`src/rtl/duty_soft_start_if.sv`:
```
// Signal bundle between the PID/ADC side and the duty supervisor.
// master drives requests and samples; slave is the supervisor.
interface duty_soft_start_if;
    logic       enable;
    logic [7:0] duty_req;
    logic       duty_req_valid;
    logic [7:0] voltage;
    logic       voltage_valid;
    logic       clear_fault;
    logic [7:0] duty_out;
    logic       pwm_en;
    logic       fault;
    logic [1:0] state;

    modport master (
        output enable, duty_req, duty_req_valid, voltage, voltage_valid, clear_fault,
        input  duty_out, pwm_en, fault, state
    );

    modport slave (
        input  enable, duty_req, duty_req_valid, voltage, voltage_valid, clear_fault,
        output duty_out, pwm_en, fault, state
    );
endinterface

```
`src/rtl/duty_soft_start.sv`:
```
// Duty supervisor: soft-start ramp, run-mode slew limit, latched over-voltage trip.
// Define DUTY_AUTO_RETRY_EN to leave FAULT automatically after RETRY_TICKS cycles.
module duty_soft_start #(
    parameter logic [7:0]  DUTY_MAX = 8'd230,
    parameter logic [7:0]  DUTY_MIN = 8'd8,
    parameter logic [15:0] SS_TICKS = 16'd2700,
    parameter logic [7:0]  SS_STEP  = 8'd1,
    parameter logic [7:0]  SLEW_MAX = 8'd8,
    parameter logic [7:0]  OV_LIMIT = 8'd240,
    parameter int unsigned OV_COUNT = 3
`ifdef DUTY_AUTO_RETRY_EN
    , parameter logic [23:0] RETRY_TICKS = 24'd5400000
`endif
) (
    input logic               sys_clk,
    input logic               rst_n,
    duty_soft_start_if.slave  bus
);
    localparam int unsigned OVW = $clog2(OV_COUNT + 1);

    typedef enum logic [1:0] {
        IDLE       = 2'd0,
        SOFT_START = 2'd1,
        RUN        = 2'd2,
        FAULT      = 2'd3
    } state_t;

    state_t          state_q, state_d;
    logic [7:0]      duty_q, duty_d;
    logic [15:0]     tick_q, tick_d;
    logic [OVW-1:0]  ov_q, ov_d;
    logic            pwm_en_q, fault_q;
`ifdef DUTY_AUTO_RETRY_EN
    logic [23:0]     hold_q, hold_d;
`endif

    logic [7:0]        target;
    logic              over, trip, tick_wrap;
    logic [8:0]        ss_sum;
    logic [7:0]        ss_inc;
    logic signed [8:0] diff, slew, step;
    logic signed [9:0] run_sum;
    logic [7:0]        run_next;

    always_comb begin
        if (bus.duty_req < DUTY_MIN)      target = DUTY_MIN;
        else if (bus.duty_req > DUTY_MAX) target = DUTY_MAX;
        else                              target = bus.duty_req;

        over      = bus.voltage_valid && (bus.voltage > OV_LIMIT);
        trip      = over && (ov_q == OVW'(OV_COUNT - 1));
        tick_wrap = (tick_q == SS_TICKS - 16'd1);

        // 9-bit sum so a large step saturates at target instead of wrapping
        ss_sum = {1'b0, duty_q} + {1'b0, SS_STEP};
        ss_inc = (ss_sum > {1'b0, target}) ? target : ss_sum[7:0];

        diff = $signed({1'b0, target}) - $signed({1'b0, duty_q});
        slew = $signed({1'b0, SLEW_MAX});
        if (diff > slew)       step = slew;
        else if (diff < -slew) step = -slew;
        else                   step = diff;
        run_sum = $signed({2'b00, duty_q}) + $signed({step[8], step});
        if (run_sum < $signed({2'b00, DUTY_MIN}))      run_next = DUTY_MIN;
        else if (run_sum > $signed({2'b00, DUTY_MAX})) run_next = DUTY_MAX;
        else                                            run_next = run_sum[7:0];
    end

    always_comb begin
        state_d = state_q;
        duty_d  = duty_q;
        tick_d  = tick_q;
        ov_d    = ov_q;
`ifdef DUTY_AUTO_RETRY_EN
        hold_d  = hold_q;
`endif
        unique case (state_q)
            IDLE: begin
                duty_d = '0;
                tick_d = '0;
                ov_d   = '0;
                if (bus.enable) state_d = SOFT_START;
            end
            SOFT_START, RUN: begin
                if (bus.voltage_valid) ov_d = over ? ov_q + OVW'(1) : '0;
                // priority: trip, enable drop, ramp completion, duty update
                if (trip) begin
                    state_d = FAULT;
                    duty_d  = '0;
                    ov_d    = '0;
`ifdef DUTY_AUTO_RETRY_EN
                    hold_d  = '0;
`endif
                end else if (!bus.enable) begin
                    state_d = IDLE;
                    duty_d  = '0;
                    ov_d    = '0;
                end else if (state_q == SOFT_START) begin
                    tick_d = tick_wrap ? '0 : tick_q + 16'd1;
                    if (duty_q >= target) state_d = RUN;
                    else if (tick_wrap)   duty_d  = ss_inc;
                end else if (bus.duty_req_valid) begin
                    duty_d = run_next;
                end
            end
            FAULT: begin
                duty_d = '0;
                ov_d   = '0;
`ifdef DUTY_AUTO_RETRY_EN
                if (hold_q != RETRY_TICKS - 24'd1) hold_d = hold_q + 24'd1;
                if (bus.clear_fault && !bus.enable)                      state_d = IDLE;
                else if (bus.enable && (hold_q == RETRY_TICKS - 24'd1)) state_d = IDLE;
`else
                if (bus.clear_fault && !bus.enable) state_d = IDLE;
`endif
            end
        endcase
    end

    always_ff @(posedge sys_clk or negedge rst_n) begin
        if (!rst_n) begin
            state_q  <= IDLE;
            duty_q   <= '0;
            tick_q   <= '0;
            ov_q     <= '0;
            pwm_en_q <= 1'b0;
            fault_q  <= 1'b0;
`ifdef DUTY_AUTO_RETRY_EN
            hold_q   <= '0;
`endif
        end else begin
            state_q  <= state_d;
            duty_q   <= duty_d;
            tick_q   <= tick_d;
            ov_q     <= ov_d;
            pwm_en_q <= (state_d == SOFT_START) || (state_d == RUN);
            fault_q  <= (state_d == FAULT);
`ifdef DUTY_AUTO_RETRY_EN
            hold_q   <= hold_d;
`endif
        end
    end

    assign bus.duty_out = duty_q;
    assign bus.pwm_en   = pwm_en_q;
    assign bus.fault    = fault_q;
    assign bus.state    = state_q;
endmodule
```
`src/flat_wrapper.sv`:
```
// flat-port wrapper written by rule: the top's interface ports become plain ports
module duty_soft_start_flat 
#(
    parameter logic [7:0]  DUTY_MAX = 8'd230,
    parameter logic [7:0]  DUTY_MIN = 8'd8,
    parameter logic [15:0] SS_TICKS = 16'd2700,
    parameter logic [7:0]  SS_STEP  = 8'd1,
    parameter logic [7:0]  SLEW_MAX = 8'd8,
    parameter logic [7:0]  OV_LIMIT = 8'd240,
    parameter int unsigned OV_COUNT = 3

)
  (sys_clk, rst_n, bus_enable, bus_duty_req, bus_duty_req_valid, bus_voltage, bus_voltage_valid, bus_clear_fault, bus_duty_out, bus_pwm_en, bus_fault, bus_state);
  duty_soft_start_if bus_i ();
  input logic sys_clk;
  input logic rst_n;
  input wire logic [$bits(bus_i.enable)-1:0] bus_enable;
  input wire logic [$bits(bus_i.duty_req)-1:0] bus_duty_req;
  input wire logic [$bits(bus_i.duty_req_valid)-1:0] bus_duty_req_valid;
  input wire logic [$bits(bus_i.voltage)-1:0] bus_voltage;
  input wire logic [$bits(bus_i.voltage_valid)-1:0] bus_voltage_valid;
  input wire logic [$bits(bus_i.clear_fault)-1:0] bus_clear_fault;
  output wire logic [$bits(bus_i.duty_out)-1:0] bus_duty_out;
  output wire logic [$bits(bus_i.pwm_en)-1:0] bus_pwm_en;
  output wire logic [$bits(bus_i.fault)-1:0] bus_fault;
  output wire logic [$bits(bus_i.state)-1:0] bus_state;
  assign bus_i.enable = bus_enable;
  assign bus_i.duty_req = bus_duty_req;
  assign bus_i.duty_req_valid = bus_duty_req_valid;
  assign bus_i.voltage = bus_voltage;
  assign bus_i.voltage_valid = bus_voltage_valid;
  assign bus_i.clear_fault = bus_clear_fault;
  assign bus_duty_out = bus_i.duty_out;
  assign bus_pwm_en = bus_i.pwm_en;
  assign bus_fault = bus_i.fault;
  assign bus_state = bus_i.state;
  duty_soft_start #(.DUTY_MAX(DUTY_MAX), .DUTY_MIN(DUTY_MIN), .SS_TICKS(SS_TICKS), .SS_STEP(SS_STEP), .SLEW_MAX(SLEW_MAX), .OV_LIMIT(OV_LIMIT), .OV_COUNT(OV_COUNT)) u_core (.sys_clk(sys_clk), .rst_n(rst_n), .bus(bus_i));
endmodule
```
`config.mk`:
```
export PLATFORM = sky130hd
export DESIGN_NAME = duty_soft_start_flat
export DESIGN_NICKNAME = d
export VERILOG_FILES = /design/src/rtl/duty_soft_start_if.sv /design/src/rtl/duty_soft_start.sv /design/src/flat_wrapper.sv
export SDC_FILE = /design/constraint.sdc
export NUM_CORES = 1
export LEC_CHECK = 0
export ABC_CLOCK_PERIOD_IN_PS = 12100
export BUFFER_PORTS_ARGS = -buffer_cell sky130_fd_sc_hd__buf_2
export CAP_MARGIN = 20
export CELL_PAD_IN_SITES_DETAIL_PLACEMENT = 2
export CELL_PAD_IN_SITES_GLOBAL_PLACEMENT = 2
export CORE_UTILIZATION = 39
export DETAILED_ROUTE_END_ITERATION = 8
export PLACE_DENSITY = 0.95
export SYNTH_ARGS = -nofsm -noshare
export SYNTH_HDL_FRONTEND = slang
export SYNTH_SLANG_ARGS = --single-unit
```
`constraint.sdc`:
```
create_clock -name sys_clk -period 12.1 [get_ports sys_clk]
set_clock_uncertainty 0.1 [all_clocks]
set_input_delay 3.63 -clock sys_clk [delete_from_list [all_inputs] [get_ports sys_clk]]
set_output_delay 3.63 -clock sys_clk [all_outputs]
set_load 0.01 [all_outputs]
```
* After elaboration in Yosys (flattened, before gate mapping)
Cells that the tools add are included.
** Storage, ports and cells
- Bits in registers :: 30
- Output and inout port bits :: 12
- Logic and storage cells :: 77
** Cells by class
- Add/subtract/negate cells :: 5
- Order comparisons :: 9
- Equality and inequality tests :: 15
- Mux-type cells :: 31
- Reduce and logical (&&, ||, !) cells :: 11
** Operators by type and width (number)
- 2-to-1 mux 8 bit :: 11
- 2-to-1 mux 16 bit :: 4
- case mux 16 bit (2 select lines) :: 1
- 2-to-1 mux 2 bit :: 10
- 2-to-1 mux 9 bit :: 2
- adder 16 x 1 -> 16 bit (second input constant) :: 1
- == test 16 x 12 -> 1 bit (second input constant) :: 1
- > comparator 8 bit (second input constant) :: 2
- case mux 8 bit (2 select lines) :: 1
- adder 9 x 9 -> 10 bit :: 1
- == test 2 bit (second input constant) :: 5
- > comparator 10 x 9 -> 1 bit (second input constant) :: 1
- less-than comparator 10 x 5 -> 1 bit (second input constant) :: 1
- inequality test 5 x 3 -> 1 bit (second input constant) :: 2
- adder 8 x 1 -> 9 bit (second input constant) :: 1
- > comparator 9 x 5 -> 1 bit (second input constant) :: 1
- > comparator 9 x 8 -> 1 bit :: 1
- less-than comparator 9 x 4 -> 1 bit (second input constant) :: 1
- subtractor 8 x 8 -> 9 bit :: 1
- greater-or-equal comparator 8 bit :: 1
- less-than comparator 8 x 4 -> 1 bit (second input constant) :: 1
- case mux 2 bit (3 select lines) :: 1
- inequality test 5 x 4 -> 1 bit (second input constant) :: 1
- == test 2 x 1 -> 1 bit (second input constant) :: 2
- 13 further kinds :: 17

* Logic depth before layout (Yosys ltp)
Gate-level depths: netlist of the first run.
- Depth after elaboration :: 16
- Mapped depth :: 26

* Least setup slack after synthesis of the first run
Ideal clock, no wire load.
- Path kind :: in2reg
- Start point :: input port bus_duty_req[5]
- End point :: register u_core.duty_q[3] (netlist: u_core.bus.duty_out[3])
- Setup time :: 0.126 ns
- Arrival time :: 9.078 ns
- Required time :: 11.874 ns
- Path slack :: 2.796 ns
- Stages :: 26
- Path through :: buf_2 -> inv_1 -> nand3_1 -> o221ai_1 -> ha_1 -> fa_1 -> and2b_1 -> o22ai_1 -> o21a_1 -> inv_1 -> or4_1 -> or3_1 -> ha_1 -> inv_1 -> nand3_1 -> nor2_1 -> ha_1 -> fa_1 -> a21o_1 -> a211o_1 -> o211ai_1 -> a21boi_0 -> a31oi_1 -> nor3b_1 -> a2111o_1 -> o32a_1
** On the way
- Word-level cells in the longest chain between the ends :: 16
- Elaborated cells between the ends (all ways) :: 26
- Those cells by class :: add/sub (2); order compare (8); eq/ne (1); mux (14); reduce/logical (1)
** RTL lines
- start, declared :: line flat_wrapper.sv:18 : input wire logic [$bits(bus_i.duty_req)-1:0] bus_duty_req;
- > comparator 8 bit :: line duty_soft_start.sv:47 : else if (bus.duty_req > DUTY_MAX) target = DUTY_MAX;
- 2-to-1 mux 8 bit :: line duty_soft_start.sv:47
- 2-to-1 mux 8 bit (*) :: line duty_soft_start.sv:46 : if (bus.duty_req < DUTY_MIN) target = DUTY_MIN;
- subtractor 8 x 8 -> 9 bit :: line duty_soft_start.sv:58 : diff = $signed({1'b0, target}) - $signed({1'b0, duty_q});
- less-than comparator 9 x 4 -> 1 bit :: line duty_soft_start.sv:61 : else if (diff < -slew) step = -slew;
- 2-to-1 mux 9 bit :: line duty_soft_start.sv:61
- 2-to-1 mux 9 bit :: line duty_soft_start.sv:60 : if (diff > slew) step = slew;
- adder 9 x 9 -> 10 bit :: line duty_soft_start.sv:63 : run_sum = $signed({2'b00, duty_q}) + $signed({step[8], step});
- > comparator 10 x 9 -> 1 bit :: line duty_soft_start.sv:65 : else if (run_sum > $signed({2'b00, DUTY_MAX})) run_next = DUTY_MAX;
- 2-to-1 mux 8 bit :: line duty_soft_start.sv:65
- 2-to-1 mux 8 bit :: line duty_soft_start.sv:64 : if (run_sum < $signed({2'b00, DUTY_MIN})) run_next = DUTY_MIN;
- 2-to-1 mux 8 bit :: line duty_soft_start.sv:102 : end else if (bus.duty_req_valid) begin
- 2-to-1 mux 8 bit :: line duty_soft_start.sv:98 : end else if (state_q == SOFT_START) begin
- 2-to-1 mux 8 bit :: line duty_soft_start.sv:94 : end else if (!bus.enable) begin
- 2-to-1 mux 8 bit :: line duty_soft_start.sv:87 : if (trip) begin
- case mux 8 bit (2 select lines) :: line duty_soft_start.sv:77 : unique case (state_q)
- end signal, assigned :: line duty_soft_start.sv:133 : duty_q <= duty_d;
- end, declared :: line duty_soft_start.sv:29 : logic [7:0] duty_q, duty_d;
Mark *: on every way between the ends. The rest lies on a longest branch, timed or not. The select of a mux whose other input is x is not followed.
A chain may end at the register's enable or synchronous reset.

* Worst setup path after layout of the first run
- Start point :: input port bus_duty_req[4]
- End point :: register u_core.duty_q[3] (netlist: u_core.bus.duty_out[3])
Same word-level chain as after synthesis.

==> results.tsv, run 1 <==
stage	metric	value	unit
place	gp_congestion	0.928	
floorplanning	ios	34	
global_route	grt_pass1_vias	3904	
sta	clock.fmax	0.0990	GHz
power	switching_share	56.9	%
place	dp_hpwl	10500	um
sta	fin_setup_tns	0	ps
final_layout	syn_to_final_growth	10.3	%
sta	min_period_over_period	83.5	%
clock_network	clock_path_buffers	2	
logic_synthesis	synth_seq_cells	30	
logic_synthesis	synth_top_area_cell	dfrtp_1	
drt	wl_per_cell	24.1	um
clock_network	post-cts-setup-buffers	0	
outcome	status	finished clean	
power	p_sw	541	uW
place	placed_cell_area	0.00364	mm2
clock_network	cts_buffers	5	
logic_synthesis	synth.distinct_cells	73	
floorplanning	start_util	40.6	%
floorplanning	die_area	0.00902	mm2
hold_path	worstHoldStart	u_core.tick_q[1]	
hold_path	hold_class	reg2reg	
clock_network	clk_pin_slew	70	ps
critical_path	worstPathArrival	10180	ps
power	seq_power_share	16.8	%
floorplanning	die_h	95.0	um
final_layout	drive_gt1_share	13.7	%
drt	dr.pass1.iters	4	
global_route	grt_first_pass_wirelength	21300	um
final_layout	final_nets	502	
sta	max_slew_margin	35.4	%
critical_path	end_kind	flop	
sta	finalSetupViolCount	0	
drt	viasPerCell	6.41	
sta	finalHoldViolCount	0	
critical_path	reg2reg_from	u_core.bus.duty_out[6]	
logic_synthesis	synth.most_common_cell	nor2_1	
clock_network	cts_tree	built	
clock_network	root_buffer	clkbuf_8	
power	peakVddDrop	0.000116	V
power	clkPwrFrac	8.3	%
floorplanning	coreArea	0.00830	mm2
drt	vias	3526	
drt	ant_nets	0	
drt	wl	13200	um
critical_path	path_max_fanout	5	
sta	min_period	10100	ps
power	internal-power	411	uW
logic_synthesis	synthCells	411	
logic_synthesis	syn_nets	468	
global_route	grt_overflow	0	
global_route	grt_usage	31.5	%
logic_synthesis	synth_ff_type	dfrtp_1	
logic_synthesis	ys_seq_area_share	22.3	%
sta	worstMarginPinSlew	962	ps
logic_synthesis	yosysWarningCount	0	
power	powerDensity	256	mW/mm2
clock_network	worstSkewPairLatency	290	ps
floorplanning	die_x	95.0	um
final_layout	diodes	0	
clock_network	cts-hold-fix-buffers	0	
critical_path	worstSetupPathType	in2reg	
run	maxCapViolCount	0	
final_layout	fin_area	0.00372	mm2
logic_synthesis	async_flop_share	100	%
logic_synthesis	ys_top_cells_by_count	34 x nor2_1, 33 x ha_1, 33 x inv_1	
drt	drc_errors	0	
floorplanning	rows	33	
power	p_leak	0.00169	uW
critical_path	crit_required	12180	ps
global_route	grt_max_degree	31	
critical_path	crit_start	bus_duty_req[4]	
clock_network	htree_levels	2	
logic_synthesis	synth_area_leaders	dfrtp_1 22%, ha_1 12%, nor2_1 3.8%	
clock_network	cts.sinks	30	
logic_synthesis	synth.top_cell.area_share	22.3	%
critical_path	start_kind	input pin	
logic_synthesis	synth.cell_area	0.00337	mm2
power	p_comb_share	74.9	%
sta	rsz0062_at_grt	false	
logic_synthesis	syn_avg_cell_area	8.20	um2
logic_synthesis	synth_edf_count	0	
place	numPortBuffers	33	
drt	drtIter0Drc	270	
clock_network	ctsResizeCount	0	
sta	drv_slew	0	
global_route	antenna_found_initial	0	
-- layer usage --
layer | vias to the layer above | routed length (um) | global-route usage [%]
met5 | - | 0 | 0
met1 | 1796 | 5810 | 40.2
met4 | 0 | 259 | 9.34
met2 | 90 | 6650 | 54.3
met3 | 23 | 514 | 4.99
li1 | 1617 | - | -
-- flip-flops by register name (all words and copies together), names as in the netlist --
name	count
u_core.tick_q	16
u_core.bus.state	2
u_core.ov_q	2
u_core.bus.duty_out	8
u_core.bus.fault	1
u_core.bus.pwm_en	1
-- stage by stage --
stage / power [uW] / util [%] / hold WS (ps) / setup WS (ps) / std cells
2_1_floorplan: 629 / - / 376 / 2800 / 411
3_3_place_gp: 788 / 43.9 / 399 / 2430 / 543
3_5_place_dp: 854 / 43.9 / 413 / 1890 / 543
4_1_cts: 941 / 44.8 / 426 / 2180 / 550
5_1_grt: 1010 / 44.8 / 453 / 1620 / 550
6_report: 952 / 44.8 / 432 / 2000 / 550
-- power groups by stage --
| stage | clock [uW] | sequential, uW | combinational (uW) |
|---|---|---|---|
| after global placement | 0 | 158 | 631 |
| after floorplan | 0 | 151 | 478 |
| after global routing | 83.7 | 162 | 768 |
| after detailed placement | 0 | 160 | 694 |
| final | 79.0 | 160 | 713 |
| after CTS | 79.2 | 159 | 703 |
-- cell families after synthesis --
family          after synthesis  synth area share, %
compound gates              131                 29.0
xor+xnor                     21                 5.46
fa+ha+maj                    35                 13.4
buf+inv                      40                 4.71
flops                        30                 22.3
mux                           3                0.891
simple gates                151                 24.2
-- worst paths after layout --
check | slack, ps | to | cells after the start
min in group asynchronous | 3290 | u_core.tick_q[6] | 1
setup / recovery | 2000 | u_core.bus.duty_out[3] | 25
hold / removal | 430 | u_core.tick_q[1] | 2
max in group asynchronous | 8130 | u_core.tick_q[11] | 1
hold reg to reg | 430 | u_core.tick_q[1] | 2
setup reg to reg | 5340 | u_core.bus.duty_out[3] | 21
-- layout make-up --
cell class | count | area [um2]
multi-input cells | 341 | 2460
well taps | 105 | 131
clock inverters | 2 | 10.0
flip-flops and latches | 30 | 751
repair buffers | 34 | 173
clock buffers | 5 | 68.8
inverters | 33 | 124
fillers | 964 | 4580
-- cell usage in the layout, fill, tap and decap left out, types with 11 or more instances in the layout --
| master | count |
|---|---|
| nor3_1 | 13 |
| nand2_1 | 21 |
| nand3_1 | 20 |
| o21ai_0 | 25 |
| buf_2 | 33 |
| xor2_1 | 11 |
| a21oi_1 | 22 |
| ha_1 | 33 |
| dfrtp_1 | 30 |
| inv_1 | 33 |
| nor2_1 | 34 |
-- worst max-delay path, stage by stage --
cell,delay [ps]
buf_2,120
nor2_1,220
nand3_1,170
o221ai_1,340
ha_1,290
fa_1,230
and2b_1,210
o22ai_1,230
o21a_1,300
inv_1,90
or4_1,450
or3_1,320
ha_1,280
inv_1,130
nand3_1,150
nor2_1,270
ha_1,310
a21o_1,210
nand3_1,130
a31oi_1,120
a311oi_1,770
a31oi_1,270
nor3b_1,230
a2111o_1,400
o32a_1,280
No activity file was read; power rests on OpenSTA's default activity.
==> run 2: changes to the inputs <==
Settings changed: ABC_AREA from default to 1, ABC_CLOCK_PERIOD_IN_PS 12100 to 9640, CORE_UTILIZATION 39 to 33, PLACE_DENSITY 0.95 to 0.92.
Clock period 12.1 ns to 9.64 ns, I/O delays scaled along.
==> run 2 against run 1 <==
  * Power up 11%
  * Sequential cell count unchanged
  * Worst hold slack better by 19 ps
  * Final cell count up 23%
  * Routed wire length down 8.5%
  * Cell area down 1.6%
  * First-iteration DRC count down 71%
==> results.tsv, run 2 <==
stage	metric	value	unit
clock_network	clk_pin_slew	70	ps
critical_path	start_kind	input pin	
critical_path	reg2reg_from	u_core.bus.duty_out[0]	
power	clkPwrFrac	9.1	%
global_route	grt_first_pass_wirelength	20000	um
clock_network	htree_levels	2	
clock_network	root_buffer	clkbuf_8	
global_route	grt_usage	25.1	%
logic_synthesis	synth_seq_cells	30	
power	powerDensity	290	mW/mm2
logic_synthesis	synth.most_common_cell	nand2_1	
critical_path	crit_start	bus_duty_req[6]	
power	totalPowerFinal	1060	uW
hold_path	hold_path_end	u_core.tick_q[5]	
logic_synthesis	synthCells	506	
final_layout	final_nets	598	
sta	drv_slew	0	
critical_path	worstPathArrival	8040	ps
final_layout	diodes	0	
clock_network	cts.sinks	30	
logic_synthesis	syn_avg_cell_area	6.49	um2
clock_network	post-cts-setup-buffers	0	
clock_network	cts_buffers	5	
global_route	grt_overflow	0	
critical_path	r2r_setup_slack	4520	ps
sta	rsz0062_at_grt	false	
logic_synthesis	synth_edf_count	0	
critical_path	end_kind	flop	
place	numPortBuffers	33	
sta	fin_setup_tns	0	ps
sta	finalSetupViolCount	0	
final_layout	top_register	u_core.tick_q	
logic_synthesis	ys_top_cells_by_count	142 x nand2_1, 88 x inv_1, 34 x a21oi_1	
place	dp_hpwl	10100	um
final_layout	fin_util	37.8	%
drt	viasPerCell	5.24	
final_layout	nFillCells	1208	
hold_path	hold_depth	1	
logic_synthesis	syn_nets	563	
drt	vias	3533	
logic_synthesis	synth.cell_area	0.00328	mm2
final_layout	drive_gt1_share	12.4	%
sta	finalHoldViolCount	0	
critical_path	slowest_stage	fa_1	
final_layout	largest_register_ff_count	16	
logic_synthesis	synth.top_cell.area_share	22.9	%
critical_path	rr_worst_depth	29	
floorplanning	rows	36	
global_route	grt_max_degree	31	
critical_path	worstSetupPathType	in2reg	
clock_network	worstSkewPairLatency	270	ps
place	gp_congestion	0.803	
sta	min_period_over_period	82.4	%
clock_network	ctsResizeCount	0	
place	dp_slack	1390	ps
logic_synthesis	ys_seq_area_share	22.9	%
sta	worst_hold_slack	450	ps
clock_network	cts_tree	built	
sta	worstMarginPinSlew	722	ps
drt	wl_per_cell	18.0	um
critical_path	cpMostUsedCell	nand2_1	
logic_synthesis	synth.distinct_cells	42	
critical_path	crit_required	9740	ps
final_layout	layout_common_cells	142 x nand2_1, 88 x inv_1, 34 x a21oi_1	
critical_path	slowest_delay	500	ps
final_layout	syn_to_final_growth	11.5	%
logic_synthesis	synth_area_leaders	dfrtp_1 23%, nand2_1 16%, ha_1 13%	
run	maxCapViolCount	0	
hold_path	worstHoldStart	u_core.tick_q[5]	
sta	fin_ws	1700	ps
drt	ant_nets	0	
floorplanning	die_area	0.0103	mm2
hold_path	hold_class	reg2reg	
power	switching_share	58.6	%
power	peakVddDrop	0.000136	V
sta	clock.fmax	0.126	GHz
logic_synthesis	yosysWarningCount	0	
drt	wl	12100	um
logic_synthesis	synth_top_area_cell	dfrtp_1	
critical_path	path_max_fanout	7	
power	p_leak	0.00201	uW
drt	drtIter0Drc	78	
power	p_sw	622	uW
logic_synthesis	synth_ff_type	dfrtp_1	
logic_synthesis	async_flop_share	100	%
clock_network	clock_path_buffers	2	
sta	max_slew_margin	51.9	%
power	p_comb_share	72.0	%
floorplanning	die_x	102	um
global_route	antenna_found_initial	0	
floorplanning	coreArea	0.00968	mm2
critical_path	r2r_end	u_core.bus.duty_out[0]	
clock_network	cts-hold-fix-buffers	0	
floorplanning	start_util	33.9	%
final_layout	final_common_cell	nand2_1	
sta	min_period	7940	ps
drt	dr.pass1.iters	4	
power	seq_power_share	18.9	%
floorplanning	ios	34	
outcome	status	finished clean	
power	internal-power	440	uW
drt	drc_errors	0	
global_route	grt_pass1_vias	4105	
floorplanning	die_h	102	um
run 2: cell count changes after synthesis, moves of 7 or more:
| cell | previous run | this run |
|---|---|---|
| xnor2_1 | 10 | 3 |
| or3_1 | 7 | 0 |
| nand2_2 | 0 | 7 |
| a21o_1 | 8 | 1 |
| inv_1 | 33 | 88 |
| nand3_1 | 20 | 32 |
| nand2_1 | 21 | 142 |
| nand2b_1 | 7 | 0 |
| a21oi_1 | 22 | 34 |
| and3_1 | 8 | 0 |
run 2: area by class of cell:
| type | count | area, um2 | share of cell area (%) |
|---|---|---|---|
| multi-input cells | 378 | 2150 | 58.7 |
| clock inverters | 2 | 10.0 | 0.274 |
| inverters | 93 | 349 | 9.54 |
| flip-flops and latches | 30 | 751 | 20.5 |
| repair buffers | 33 | 165 | 4.51 |
| clock buffers | 5 | 68.8 | 1.88 |
| well taps | 133 | 166 | 4.55 |
run 2: power by group through the flow:
stage	Clock, uW	Sequential, uW	Combinational (uW)
global placement	0	201	706
floorplan	0	189	534
CTS	100	201	773
global route	104	204	863
detailed placement	0	202	765
finish	96.2	201	764
run 2: cells by family after synthesis:
group | count (synthesis) | share of synthesized area [%]
buf+inv | 98 | 11.7
simple gates | 255 | 35.3
flops | 30 | 22.9
fa+ha+maj | 35 | 13.8
xor+xnor | 10 | 2.67
compound gates | 78 | 13.7
run 2: worst max path at each step:
stage                             endpoint  cells after the start
floorplan           u_core.bus.duty_out[6]                     35
global placement    u_core.bus.duty_out[2]                     36
detailed placement  u_core.bus.duty_out[4]                     35
CTS                 u_core.bus.duty_out[0]                     34
global route        u_core.bus.duty_out[4]                     35
finish              u_core.bus.duty_out[0]                     34
run 2: critical path, delay by kind of cell:
kind | cells | cell delay (ps)
and+or+nand+nor | 21 | 2740
xor gates and xnor gates | 1 | 280
AOI/OAI and AO/OA | 3 | 450
buffers and inverters | 6 | 500
adders and majority gates | 3 | 1130
run 2: per-stage QoR:
stage | std cells | area [um2]
after detailed placement | 667 | 3580
final | 674 | 3660
after CTS | 674 | 3660
after global placement | 667 | 3580
after global routing | 674 | 3660
after floorplan | 506 | 3280
run 2: per-layer routing:
metal  GRT usage, %  up-vias  share of wire (%)
met5              0        -                  0
met4           8.92        0                2.5
li1               -     1707                  -
met2           48.8       63                 53
met3           2.35       28                2.1
met1           28.0     1735                 42
